===== src/rtl/config_pkg.sv =====
// rtl/config_pkg.sv - elaborated CVA6 user configuration type and reference configurations
package config_pkg;

    typedef struct packed {
        logic [31:0] XLEN;
        logic        RVA;
        logic        RVB;
        logic        RVC;
        logic        RVD;
        logic        RVF;
        logic        RVH;
        logic        RVS;
        logic        RVU;
        logic        RVV;
        logic [31:0] IcacheByteSize;
        logic [31:0] IcacheSetAssoc;
        logic [31:0] IcacheLineWidth;
        logic [31:0] DcacheByteSize;
        logic [31:0] DcacheSetAssoc;
        logic [31:0] DcacheLineWidth;
        logic [31:0] DCacheType;
        logic [31:0] NrScoreboardEntries;
        logic [31:0] NrCommitPorts;
        logic [31:0] NrLoadBufEntries;
        logic [31:0] MaxOutstandingStores;
        logic [31:0] RASDepth;
        logic [31:0] BTBEntries;
        logic [31:0] BHTEntries;
        logic [31:0] NrPMPEntries;
        logic [31:0] InstrTlbEntries;
        logic [31:0] DataTlbEntries;
        logic [31:0] SharedTlbDepth;
        logic [31:0] AxiAddrWidth;
        logic [31:0] AxiDataWidth;
        logic [31:0] AxiIdWidth;
        logic [31:0] MemTidWidth;
        logic        MmuPresent;
        logic        DebugEn;
        logic        PerfCounterEn;
        logic        FpgaEn;
        logic        TvalEn;
        logic        RVZiCond;
        logic        CvxifEn;
        logic        UseSharedTlb;
        logic        SuperscalarEn;
        logic [63:0] HaltAddress;
        logic [63:0] ExceptionAddress;
    } cva6_cfg_t;

    localparam cva6_cfg_t cva6_cfg_empty = '0;

    localparam cva6_cfg_t cv32a6_imac_sv32 = '{
        XLEN:                 32'd32,
        RVA:                  1'b1,
        RVB:                  1'b0,
        RVC:                  1'b1,
        RVD:                  1'b0,
        RVF:                  1'b0,
        RVH:                  1'b0,
        RVS:                  1'b1,
        RVU:                  1'b1,
        RVV:                  1'b0,
        IcacheByteSize:       32'd16384,
        IcacheSetAssoc:       32'd4,
        IcacheLineWidth:      32'd128,
        DcacheByteSize:       32'd32768,
        DcacheSetAssoc:       32'd8,
        DcacheLineWidth:      32'd128,
        DCacheType:           32'd0,
        NrScoreboardEntries:  32'd8,
        NrCommitPorts:        32'd2,
        NrLoadBufEntries:     32'd2,
        MaxOutstandingStores: 32'd7,
        RASDepth:             32'd2,
        BTBEntries:           32'd32,
        BHTEntries:           32'd128,
        NrPMPEntries:         32'd8,
        InstrTlbEntries:      32'd2,
        DataTlbEntries:       32'd2,
        SharedTlbDepth:       32'd64,
        AxiAddrWidth:         32'd64,
        AxiDataWidth:         32'd64,
        AxiIdWidth:           32'd4,
        MemTidWidth:          32'd2,
        MmuPresent:           1'b1,
        DebugEn:              1'b1,
        PerfCounterEn:        1'b1,
        FpgaEn:               1'b0,
        TvalEn:               1'b1,
        RVZiCond:             1'b1,
        CvxifEn:              1'b1,
        UseSharedTlb:         1'b0,
        SuperscalarEn:        1'b0,
        HaltAddress:          64'h800,
        ExceptionAddress:     64'h808
    };

endpackage


===== src/rtl/cfg_discovery_pkg.sv =====
// rtl/cfg_discovery_pkg.sv - word map, flag positions and table builder for the config discovery responder
package cfg_discovery_pkg;

    localparam int unsigned NUM_CFG_WORDS = 16;

    localparam int unsigned CFG_MAGIC_IDX    = 0;
    localparam int unsigned CFG_XLEN_IDX     = 1;
    localparam int unsigned CFG_ISA_IDX      = 2;
    localparam int unsigned CFG_IC_SIZE_IDX  = 3;
    localparam int unsigned CFG_IC_GEOM_IDX  = 4;
    localparam int unsigned CFG_DC_SIZE_IDX  = 5;
    localparam int unsigned CFG_DC_GEOM_IDX  = 6;
    localparam int unsigned CFG_DC_TYPE_IDX  = 7;
    localparam int unsigned CFG_PIPE_IDX     = 8;
    localparam int unsigned CFG_BPRED_IDX    = 9;
    localparam int unsigned CFG_MMU_IDX      = 10;
    localparam int unsigned CFG_AXI_IDX      = 11;
    localparam int unsigned CFG_FLAGS_IDX    = 12;
    localparam int unsigned CFG_HALT_IDX     = 13;
    localparam int unsigned CFG_EXC_IDX      = 14;
    localparam int unsigned CFG_CSUM_IDX     = 15;

    localparam logic [31:0] CFG_MAGIC = 32'h4356_4136;

    localparam int unsigned FLAG_MMU_PRESENT  = 0;
    localparam int unsigned FLAG_DEBUG_EN     = 1;
    localparam int unsigned FLAG_PERF_CNT_EN  = 2;
    localparam int unsigned FLAG_FPGA_EN      = 3;
    localparam int unsigned FLAG_TVAL_EN      = 4;
    localparam int unsigned FLAG_ZICOND       = 5;
    localparam int unsigned FLAG_CVXIF_EN     = 6;
    localparam int unsigned FLAG_SHARED_TLB   = 7;
    localparam int unsigned FLAG_SUPERSCALAR  = 8;

    typedef logic [NUM_CFG_WORDS-1:0][31:0] cfg_table_t;

    typedef struct packed {
        logic        err;
        logic [31:0] data;
    } resp_entry_t;

    function automatic cfg_table_t build_cfg_table(input config_pkg::cva6_cfg_t cfg);
        cfg_table_t  t;
        logic [31:0] csum;
        t = '0;
        t[CFG_MAGIC_IDX]   = CFG_MAGIC;
        t[CFG_XLEN_IDX]    = cfg.XLEN;
        // misa letter positions: bit n is letter ('A' + n)
        t[CFG_ISA_IDX][0]  = cfg.RVA;
        t[CFG_ISA_IDX][1]  = cfg.RVB;
        t[CFG_ISA_IDX][2]  = cfg.RVC;
        t[CFG_ISA_IDX][3]  = cfg.RVD;
        t[CFG_ISA_IDX][5]  = cfg.RVF;
        t[CFG_ISA_IDX][7]  = cfg.RVH;
        t[CFG_ISA_IDX][18] = cfg.RVS;
        t[CFG_ISA_IDX][20] = cfg.RVU;
        t[CFG_ISA_IDX][21] = cfg.RVV;
        t[CFG_IC_SIZE_IDX] = cfg.IcacheByteSize;
        t[CFG_IC_GEOM_IDX] = {cfg.IcacheLineWidth[15:0], cfg.IcacheSetAssoc[15:0]};
        t[CFG_DC_SIZE_IDX] = cfg.DcacheByteSize;
        t[CFG_DC_GEOM_IDX] = {cfg.DcacheLineWidth[15:0], cfg.DcacheSetAssoc[15:0]};
        t[CFG_DC_TYPE_IDX] = cfg.DCacheType;
        t[CFG_PIPE_IDX]    = {cfg.MaxOutstandingStores[7:0], cfg.NrLoadBufEntries[7:0],
                              cfg.NrCommitPorts[7:0], cfg.NrScoreboardEntries[7:0]};
        t[CFG_BPRED_IDX]   = {cfg.BHTEntries[11:0], cfg.BTBEntries[11:0], cfg.RASDepth[7:0]};
        t[CFG_MMU_IDX]     = {cfg.SharedTlbDepth[7:0], cfg.DataTlbEntries[7:0],
                              cfg.InstrTlbEntries[7:0], cfg.NrPMPEntries[7:0]};
        t[CFG_AXI_IDX]     = {cfg.MemTidWidth[7:0], cfg.AxiIdWidth[7:0],
                              cfg.AxiDataWidth[7:0], cfg.AxiAddrWidth[7:0]};
        t[CFG_FLAGS_IDX][FLAG_MMU_PRESENT] = cfg.MmuPresent;
        t[CFG_FLAGS_IDX][FLAG_DEBUG_EN]    = cfg.DebugEn;
        t[CFG_FLAGS_IDX][FLAG_PERF_CNT_EN] = cfg.PerfCounterEn;
        t[CFG_FLAGS_IDX][FLAG_FPGA_EN]     = cfg.FpgaEn;
        t[CFG_FLAGS_IDX][FLAG_TVAL_EN]     = cfg.TvalEn;
        t[CFG_FLAGS_IDX][FLAG_ZICOND]      = cfg.RVZiCond;
        t[CFG_FLAGS_IDX][FLAG_CVXIF_EN]    = cfg.CvxifEn;
        t[CFG_FLAGS_IDX][FLAG_SHARED_TLB]  = cfg.UseSharedTlb;
        t[CFG_FLAGS_IDX][FLAG_SUPERSCALAR] = cfg.SuperscalarEn;
        t[CFG_HALT_IDX]    = cfg.HaltAddress[31:0];
        t[CFG_EXC_IDX]     = cfg.ExceptionAddress[31:0];
        csum = '0;
        for (int i = 0; i < int'(CFG_CSUM_IDX); i++) begin
            csum = csum ^ t[i];
        end
        t[CFG_CSUM_IDX]    = csum;
        return t;
    endfunction

    // True when any field carries bits that fall outside its slot in the table.
    function automatic logic cfg_truncates(input config_pkg::cva6_cfg_t cfg);
        return (|cfg.IcacheSetAssoc[31:16])       || (|cfg.IcacheLineWidth[31:16])
            || (|cfg.DcacheSetAssoc[31:16])       || (|cfg.DcacheLineWidth[31:16])
            || (|cfg.NrScoreboardEntries[31:8])   || (|cfg.NrCommitPorts[31:8])
            || (|cfg.NrLoadBufEntries[31:8])      || (|cfg.MaxOutstandingStores[31:8])
            || (|cfg.RASDepth[31:8])              || (|cfg.BTBEntries[31:12])
            || (|cfg.BHTEntries[31:12])           || (|cfg.NrPMPEntries[31:8])
            || (|cfg.InstrTlbEntries[31:8])       || (|cfg.DataTlbEntries[31:8])
            || (|cfg.SharedTlbDepth[31:8])        || (|cfg.AxiAddrWidth[31:8])
            || (|cfg.AxiDataWidth[31:8])          || (|cfg.AxiIdWidth[31:8])
            || (|cfg.MemTidWidth[31:8])           || (|cfg.HaltAddress[63:32])
            || (|cfg.ExceptionAddress[63:32]);
    endfunction

endpackage


===== src/rtl/cfg_resp_fifo.sv =====
// rtl/cfg_resp_fifo.sv - 2-entry response FIFO with simultaneous push/pop and full-bypass grant
module cfg_resp_fifo
    import cfg_discovery_pkg::*;
(
    input  logic        clk,
    input  logic        resetn,
    input  logic        req,
    output logic        gnt,
    input  resp_entry_t push_entry,
    output logic        rvalid,
    output resp_entry_t head_entry,
    input  logic        rready
);

    logic [1:0]  count;
    resp_entry_t head;
    resp_entry_t tail;
    logic        push;
    logic        pop;

    assign rvalid     = (count != 2'd0);
    assign head_entry = head;
    // A full buffer still grants when the head leaves in the same cycle.
    assign gnt        = req && resetn && ((count != 2'd2) || rready);
    assign push       = gnt;
    assign pop        = rvalid && rready;

    always_ff @(posedge clk) begin
        if (!resetn) begin
            count <= 2'd0;
            head  <= '0;
            tail  <= '0;
        end else begin
            case ({push, pop})
                2'b11: begin
                    if (count == 2'd1) begin
                        head <= push_entry;
                    end else begin
                        head <= tail;
                        tail <= push_entry;
                    end
                end
                2'b10: begin
                    if (count == 2'd0) begin
                        head <= push_entry;
                    end else begin
                        tail <= push_entry;
                    end
                    count <= count + 2'd1;
                end
                2'b01: begin
                    head  <= tail;
                    tail  <= '0;
                    count <= count - 2'd1;
                end
                default: begin
                end
            endcase
        end
    end

endmodule


===== src/rtl/cfg_discovery_responder.sv =====
// rtl/cfg_discovery_responder.sv - read-only responder exposing the elaborated CVA6 configuration table
module cfg_discovery_responder
    import cfg_discovery_pkg::*;
#(
    parameter config_pkg::cva6_cfg_t CVA6Cfg   = config_pkg::cva6_cfg_empty,
    parameter int unsigned           AddrWidth = 12,
    parameter int unsigned           NumWords  = 16
) (
    input  logic                 clk_i,
    input  logic                 rst_ni,
    input  logic                 req_i,
    input  logic                 we_i,
    input  logic [AddrWidth-1:0] addr_i,
    output logic                 gnt_o,
    output logic                 rvalid_o,
    output logic [31:0]          rdata_o,
    output logic                 rerr_o,
    input  logic                 rready_i,
    output logic [7:0]           err_cnt_o
);

    localparam cfg_table_t      CfgTable = build_cfg_table(CVA6Cfg);
    localparam longint unsigned MaxWords = 64'd1 << (AddrWidth - 2);

    if (64'(NumWords) > MaxWords) begin : g_bad_numwords_hi
        $error("NumWords exceeds the address space");
    end
    if (NumWords < NUM_CFG_WORDS) begin : g_bad_numwords_lo
        $error("NumWords must cover the whole configuration table");
    end
    if (cfg_truncates(CVA6Cfg)) begin : g_cfg_truncated
        $error("configuration field wider than its table slot");
    end

    logic [AddrWidth-3:0] word_idx;
    logic                 addr_err;
    logic [31:0]          rd_word;
    resp_entry_t          push_entry;
    resp_entry_t          head_entry;
    logic                 push;
    logic [7:0]           err_cnt;

    assign word_idx = addr_i[AddrWidth-1:2];
    assign addr_err = we_i || (addr_i[1:0] != 2'b00) || (32'(word_idx) >= NumWords);
    // Mapped words beyond the table read as zero without flagging an error.
    assign rd_word  = (32'(word_idx) < NUM_CFG_WORDS) ? CfgTable[word_idx[3:0]] : 32'd0;

    assign push_entry.err  = addr_err;
    assign push_entry.data = addr_err ? 32'd0 : rd_word;

    cfg_resp_fifo u_resp_fifo (
        .clk        (clk_i),
        .resetn     (rst_ni),
        .req        (req_i),
        .gnt        (gnt_o),
        .push_entry (push_entry),
        .rvalid     (rvalid_o),
        .head_entry (head_entry),
        .rready     (rready_i)
    );

    assign rdata_o = head_entry.data;
    assign rerr_o  = head_entry.err;
    assign push    = req_i && gnt_o;

    always_ff @(posedge clk_i) begin
        if (!rst_ni) begin
            err_cnt <= 8'd0;
        end else if (push && addr_err && (err_cnt != 8'hFF)) begin
            err_cnt <= err_cnt + 8'd1;
        end
    end

    assign err_cnt_o = err_cnt;

endmodule

===== config.mk =====
export PLATFORM = sky130hd
export DESIGN_NAME = cfg_discovery_responder
export DESIGN_NICKNAME = d
export VERILOG_FILES = /design/src/rtl/config_pkg.sv /design/src/rtl/cfg_discovery_pkg.sv /design/src/rtl/cfg_resp_fifo.sv /design/src/rtl/cfg_discovery_responder.sv
export SDC_FILE = /design/constraint.sdc
export NUM_CORES = 1
export LEC_CHECK = 0
export ABC_AREA = 1
export BUFFER_PORTS_ARGS = -buffer_cell sky130_fd_sc_hd__buf_2
export CAP_MARGIN = 15
export CORE_AREA = 3 3 78 43
export DETAILED_ROUTE_END_ITERATION = 7
export DIE_AREA = 0 0 81 46
export PLACE_DENSITY = 0.81
export SYNTH_ARGS = -nofsm -noshare
export SYNTH_HDL_FRONTEND = slang
export SYNTH_SLANG_ARGS = --single-unit

===== constraint.sdc =====
create_clock -name clk_i -period 2.4 [get_ports clk_i]
set_input_delay 0 -clock clk_i [delete_from_list [all_inputs] [get_ports clk_i]]
set_output_delay 0 -clock clk_i [all_outputs]
set_load 0.02 [all_outputs]

Yosys cells after proc, flatten, opt, wreduce, memory -nomap -nowiden
Memories as Yosys holds them, arrays and structs flattened.
Index checks and enable logic that the tools add are counted.
W data, S select, Z words.

word-level totals
  logic and storage cells = 48
  output and inout port bits = 43
  ROM bits = 512
  memories kept = 1
  register bits = 76
  input port bits = 17

cells by class
  multiplexer cells = 10
  add/sub/neg operators = 3
  reductions and logical operators = 16
  equal/unequal tests = 9
  $lt $le $gt $ge = 3

memories
  name              words  width  read ports  clocked after memory_dff  write ports  line                           RTL
  (name not given)  16     32     1           0                         0            cfg_discovery_responder.sv:46  assign rd_word = (32'(word_idx) < NUM_CFG_WORDS) ? CfgTable[word_idx[3:0]] : 32'd0;

operators by type and width
  cell                   count
  $pmux W33 S3           2
  $mux W33               4
  $mux W32               3
  $ge A10 B5 Y1 const B  1
  $lt A10 B5 Y1 const B  1
  $add A8 B1 Y8 const B  1
  $ne A8 B8 Y1 const B   1
  $logic_and A1 B1 Y1    6
  $ne A2 B2 Y1 const B   3
  $reduce_bool A2 Y1     3
  $lt A4 B5 Y1 const B   1
  $eq A2 B1 Y1 const B   2
  $eq A2 B2 Y1 const B   2
  $pmux W2 S2            1
  $logic_or A1 B1 Y1     3
  $reduce_and A3 Y1      1
  $reduce_bool A3 Y1     1
  $add A2 B1 Y2 const B  1
  $logic_not A2 Y1       1
  $ne A2 B1 Y1 const B   1
  $reduce_and A2 Y1      1
  $sub A2 B1 Y2 const B  1

Logic depth before layout (Yosys ltp)
  depth in word-level cells = 6
  gate-level depth with buffers = 12
  depth with buffers taken out = 12

Modules after synthesis
From an unflattened synthesis, not the netlist that was laid out.

second synthesis, totals
  cell total of the unflattened synthesis = 838
  area, all modules = 4953.5 um2

by module, submodules not included
  module                   area each (um2)  cells each  sequential area each (um2)  instances
  cfg_resp_fifo            4381.7           746         1361.3                      1
  cfg_discovery_responder  571.8            92          160.2                       1

Least setup slack after synthesis
No wires, ideal clock.

  path kind = register to register
  start point = register u_resp_fifo.count[0]
  end point = register u_resp_fifo.head (netlist bit u_resp_fifo.head_entry[32])
  path buffers = 0
  data required time = 2278 ps
  setup slack = 542 ps
  setup time = 122 ps
  arrival time = 1736 ps
  cell stages (with the launch flop) = 10
  period minus slack after synthesis = 1858 ps
  cell sequence = dfxtp_1 inv_1 ha_1 a21oi_4 inv_2 ha_1 inv_1 nor2_1 a21boi_0 a21oi_1

on the way
  word-level cells in the longest chain between the ends = 6
  elaborated cells on any way between the ends = 15
  those cells by class = 6 x eq/ne; 2 x mux; 7 x reduce/logical

ends and longest elaborated chain
  what                                                          line                           RTL
  start, declared                                               cfg_resp_fifo.sv:15            logic [1:0] count;
  start signal, assigned                                        cfg_resp_fifo.sv:49            count <= count + 2'd1;
  start signal, assigned                                        cfg_resp_fifo.sv:54            count <= count - 2'd1;
  $ne A2 B2 Y1 (*)                                              cfg_resp_fifo.sv:24            assign gnt = req && resetn && ((count != 2'd2) || rready);
  $logic_or A1 B1 Y1 (*)                                        cfg_resp_fifo.sv:24
  $logic_and A1 B1 Y1 (*)                                       cfg_resp_fifo.sv:24
  via gnt_o                                                     cfg_discovery_responder.sv:14  output logic gnt_o,
  $eq A2 B2 Y1 or $eq A2 B1 Y1 (tied branches)                  cfg_resp_fifo.sv:34            case ({push, pop})
  $ne A2 B1 Y1 (no line) or $reduce_bool A3 Y1 (tied branches)  --
  $reduce_and A2 Y1 (no line)                                   --
  end signal, assigned                                          cfg_resp_fifo.sv:37            head <= push_entry;
  end signal, assigned                                          cfg_resp_fifo.sv:39            head <= tail;
  end signal, assigned                                          cfg_resp_fifo.sv:45            head <= push_entry;
  end, declared                                                 cfg_resp_fifo.sv:16            resp_entry_t head;

Mark *: on every way through the listed nets, which the timed path passes. The rest lies on a longest branch.
A chain may end at the register's enable or synchronous reset.

Worst setup path in the final report
  start point = register u_resp_fifo.count[0]
  end point = register u_resp_fifo.head (netlist bit u_resp_fifo.head_entry[25])

on the way
  word-level cells in the longest chain between the ends = 6
  elaborated cells on any way between the ends = 15
  those cells by class = 6 x eq/ne; 2 x mux; 7 x reduce/logical

ends and longest elaborated chain
  what                                                          line
  $ne A2 B2 Y1                                                  cfg_resp_fifo.sv:24
  $logic_or A1 B1 Y1                                            cfg_resp_fifo.sv:24
  $logic_and A1 B1 Y1                                           cfg_resp_fifo.sv:24
  $eq A2 B2 Y1 or $eq A2 B1 Y1 (tied branches)                  cfg_resp_fifo.sv:34
  $ne A2 B1 Y1 (no line) or $reduce_bool A3 Y1 (tied branches)  --
  $reduce_and A2 Y1 (no line)                                   --

Parallel ways exist; a longest one is shown, timed or not.

==> results.json <==
{
  "final_util_pct": 52.6,
  "drc_errors": 0,
  "n_antenna_cell": 0,
  "die-area_sq_um": 3730,
  "r2r-end": "u_resp_fifo.head_entry[25]",
  "drive_above_1_share_pct": 26.7,
  "grt_pass1_wl_microns": 3680,
  "start_util_pct": 47.6,
  "cts_max_path_buffers": 2,
  "placed_area_sq_um": 1330,
  "gp_congestion": 0.892,
  "hpwl_microns": 1980,
  "yosysTopAreaCell": "dfxtp_1",
  "dieWidth_microns": 81,
  "nets": 236,
  "rr_startpoint": "u_resp_fifo.count[0]",
  "fin_setup_tns_ns": 0,
  "drtAntennaViolNets": 0,
  "synthAdderAreaFrac_pct": 7.98,
  "holdWs_ns": 0.0392,
  "maxCapViolations": 0,
  "post_cts_buffers": 0,
  "crit_path_start_kind": "register",
  "rows": 13,
  "vias": 1124,
  "port_buffers": 40,
  "detail_route.wl_per_cell_microns": 10.2,
  "clock-sinks": 14,
  "root_buffer": "clkbuf_8",
  "clkSlewWorstSetupHoldPaths_ns": 0.07,
  "r2r_cells": 10,
  "yosysSeqAreaShare_pct": 22.4,
  "netlist-cell-type-count": 23,
  "antenna_found_initial": 0,
  "routed_wl_microns": 2520,
  "synth_simple_gate_area_share_pct": 30.2,
  "r2r_slack_ns": 0.46,
  "mostFrequentLayoutCell": "buf_2",
  "cts_tree": "built",
  "worstHoldPathType": "primary input to register",
  "clock_latency_ns": 0.25,
  "design_area_sq_um": 1390,
  "p_seq_share_pct": 30.3,
  "arrival_ns": 2.08,
  "chipHeight_microns": 46,
  "areaGrowthSynthToFinish_pct": 10.6,
  "postCtsHoldBufs": 0,
  "clock_power_share_pct": 25.2,
  "period_minus_slack_ns": 1.94,
  "htree_levels": 1,
  "viasPerCell": 4.55,
  "critical_path_class": "register to register",
  "switching_share_pct": 42.9,
  "synth_top_area_share_pct": 22.4,
  "firstDrtPassIters": 4,
  "fin_crit_sh_pct": 80.7,
  "grt_max_degree": 15,
  "fin_worst_skew_ns": 0.00633,
  "switchingPower_mw": 0.402,
  "p_per_area_nw_per_um2": 676,
  "grt_pass1_vias": 904,
  "fillers": 258,
  "drt-initial-drc-count": 75,
  "crit_start": "u_resp_fifo.count[0]",
  "power_leakage_nw": 0.752,
  "globalRouteOverflowTotal": 0,
  "ctsResizeCount": 0,
  "crit_path_max_fanout": 5,
  "grt_use_total_pct": 12.7,
  "instances_no_fill": 247,
  "ir_drop_uv": 314,
  "post-place-ws_ns": 0.491,
  "ys_top_cells_by_area": "dfxtp_1 22%, buf_4 19%, nand2_1 11%",
  "rsz0062_at_grt": "false",
  "power.internal_mw": 0.535,
  "core-area_sq_um": 2640,
  "power_mw": 0.937,
  "status": "finished clean",
  "final_cell_mix": "40 x buf_2, 38 x nand2_1, 19 x inv_1, 19 x conb_1, 16 x nor2_1",
  "fmax_mhz": 517,
  "synthesis.area_sq_um": 1250,
  "finalMaxSlewViolations": 0,
  "cts_buffers": 3,
  "combPwrFrac_pct": 44.5,
  "cp_data_required_time_ns": 2.54,
  "synth_seq_cells": 14,
  "hold_viol": 0,
  "end_kind": "register",
  "yosys_warnings": 0,
  "dp_cells": 243,
  "netlist_instances": 180,
  "io_pins": 60,
  "synth-compound-area-share_pct": 10.8,
  "synthMuxAreaShare_pct": 0,
  "synth_top_family_by_area": "simple AND/OR/NAND/NOR gates",
  "synth-xor-area-share_pct": 3.49,
  "setup_slack_ns": 0.464,
  "finalSetupViolCount": 0,
  "avgSynthCellArea_sq_um": 6.97,
  "crit_path_end": "u_resp_fifo.head_entry[25]"
}
cell type report:
cell class                      instances  area, sq um  share of cell area [%]
Multi-Input combinational cell        132          729                    52.6
Sequential cell                        14          280                    20.2
Clock buffer                            4         55.1                    3.97
Tap cell                               37         46.3                    3.34
Timing Repair Buffer                   40          200                    14.4
Inverter                               20         75.1                    5.42
worst max-delay path: stages (launching register included):
cell	delay (ns)
dfxtp_1	0.38
inv_1	0.08
ha_1	0.23
a21oi_4	0.21
inv_2	0.10
ha_1	0.35
inv_1	0.11
a21oi_1	0.14
nand2_1	0.09
nand2_1	0.07
a21oi_1	0.06
power by group through the flow:
| stage | Sequential [mW] | Combinational (mW) | Clock (mW) |
|---|---|---|---|
| floorplan | 0.302 | 0.375 | 0 |
| global placement | 0.287 | 0.405 | 0 |
| detailed placement | 0.289 | 0.412 | 0 |
| CTS | 0.284 | 0.417 | 0.241 |
| global route | 0.289 | 0.455 | 0.248 |
| finish | 0.284 | 0.417 | 0.236 |
routing by layer:
metal	global-route usage, %	vias to the layer above	share of wire [%]
met5	0	-	0
met4	3.03	0	0.67
met3	3.16	2	8.5
met2	24.3	50	47
met1	14.4	495	44
li1	-	577	-
synthesized netlist by cell type:
| cell | number |
|---|---|
| a21oi_2 | 3 |
| nand3_1 | 14 |
| clkbuf_1 | 1 |
| buf_4 | 31 |
| xnor2_1 | 1 |
| a21boi_0 | 1 |
| nor2_4 | 2 |
| a21oi_4 | 1 |
| nand4_1 | 3 |
| inv_2 | 1 |
| ha_1 | 8 |
| nand2_4 | 1 |
| inv_1 | 19 |
| a21oi_1 | 13 |
| nand2_1 | 38 |
| nor2_1 | 16 |
| o21ai_0 | 4 |
| xor2_1 | 4 |
| nor2_8 | 1 |
| dfxtp_1 | 14 |
| nand4_4 | 1 |
| nand2_2 | 2 |
| conb_1 | 1 |
flip-flops by register name, indices dropped and copies added, names as in the netlist:
register,flops
err_cnt_o,8
u_resp_fifo.head_entry,2
u_resp_fifo.count,2
u_resp_fifo.tail,2
worst min path at each step:
stage           start                         end  cells past startpoint
5_1_grt        rst_ni  u_resp_fifo.head_entry[25]                      3
3_3_place_gp   rst_ni  u_resp_fifo.head_entry[25]                      3
2_1_floorplan  rst_ni                       gnt_o                      2
4_1_cts        rst_ni  u_resp_fifo.head_entry[25]                      3
3_5_place_dp   rst_ni  u_resp_fifo.head_entry[25]                      3
6_report       rst_ni  u_resp_fifo.head_entry[25]                      3
cell families (layout without fill, tap and decap cells):
group                    after synthesis  after routing
XOR/XNOR                               5              5
buffers and inverters                 52             64
AO/OA/AOI/OAI                         22             22
adder cells (fa/ha/maj)                8              8
AND/OR/NAND/NOR                       78             78
other                                  1             19
flip-flops                            14             14
No activity file was read; power rests on OpenSTA's default activity.
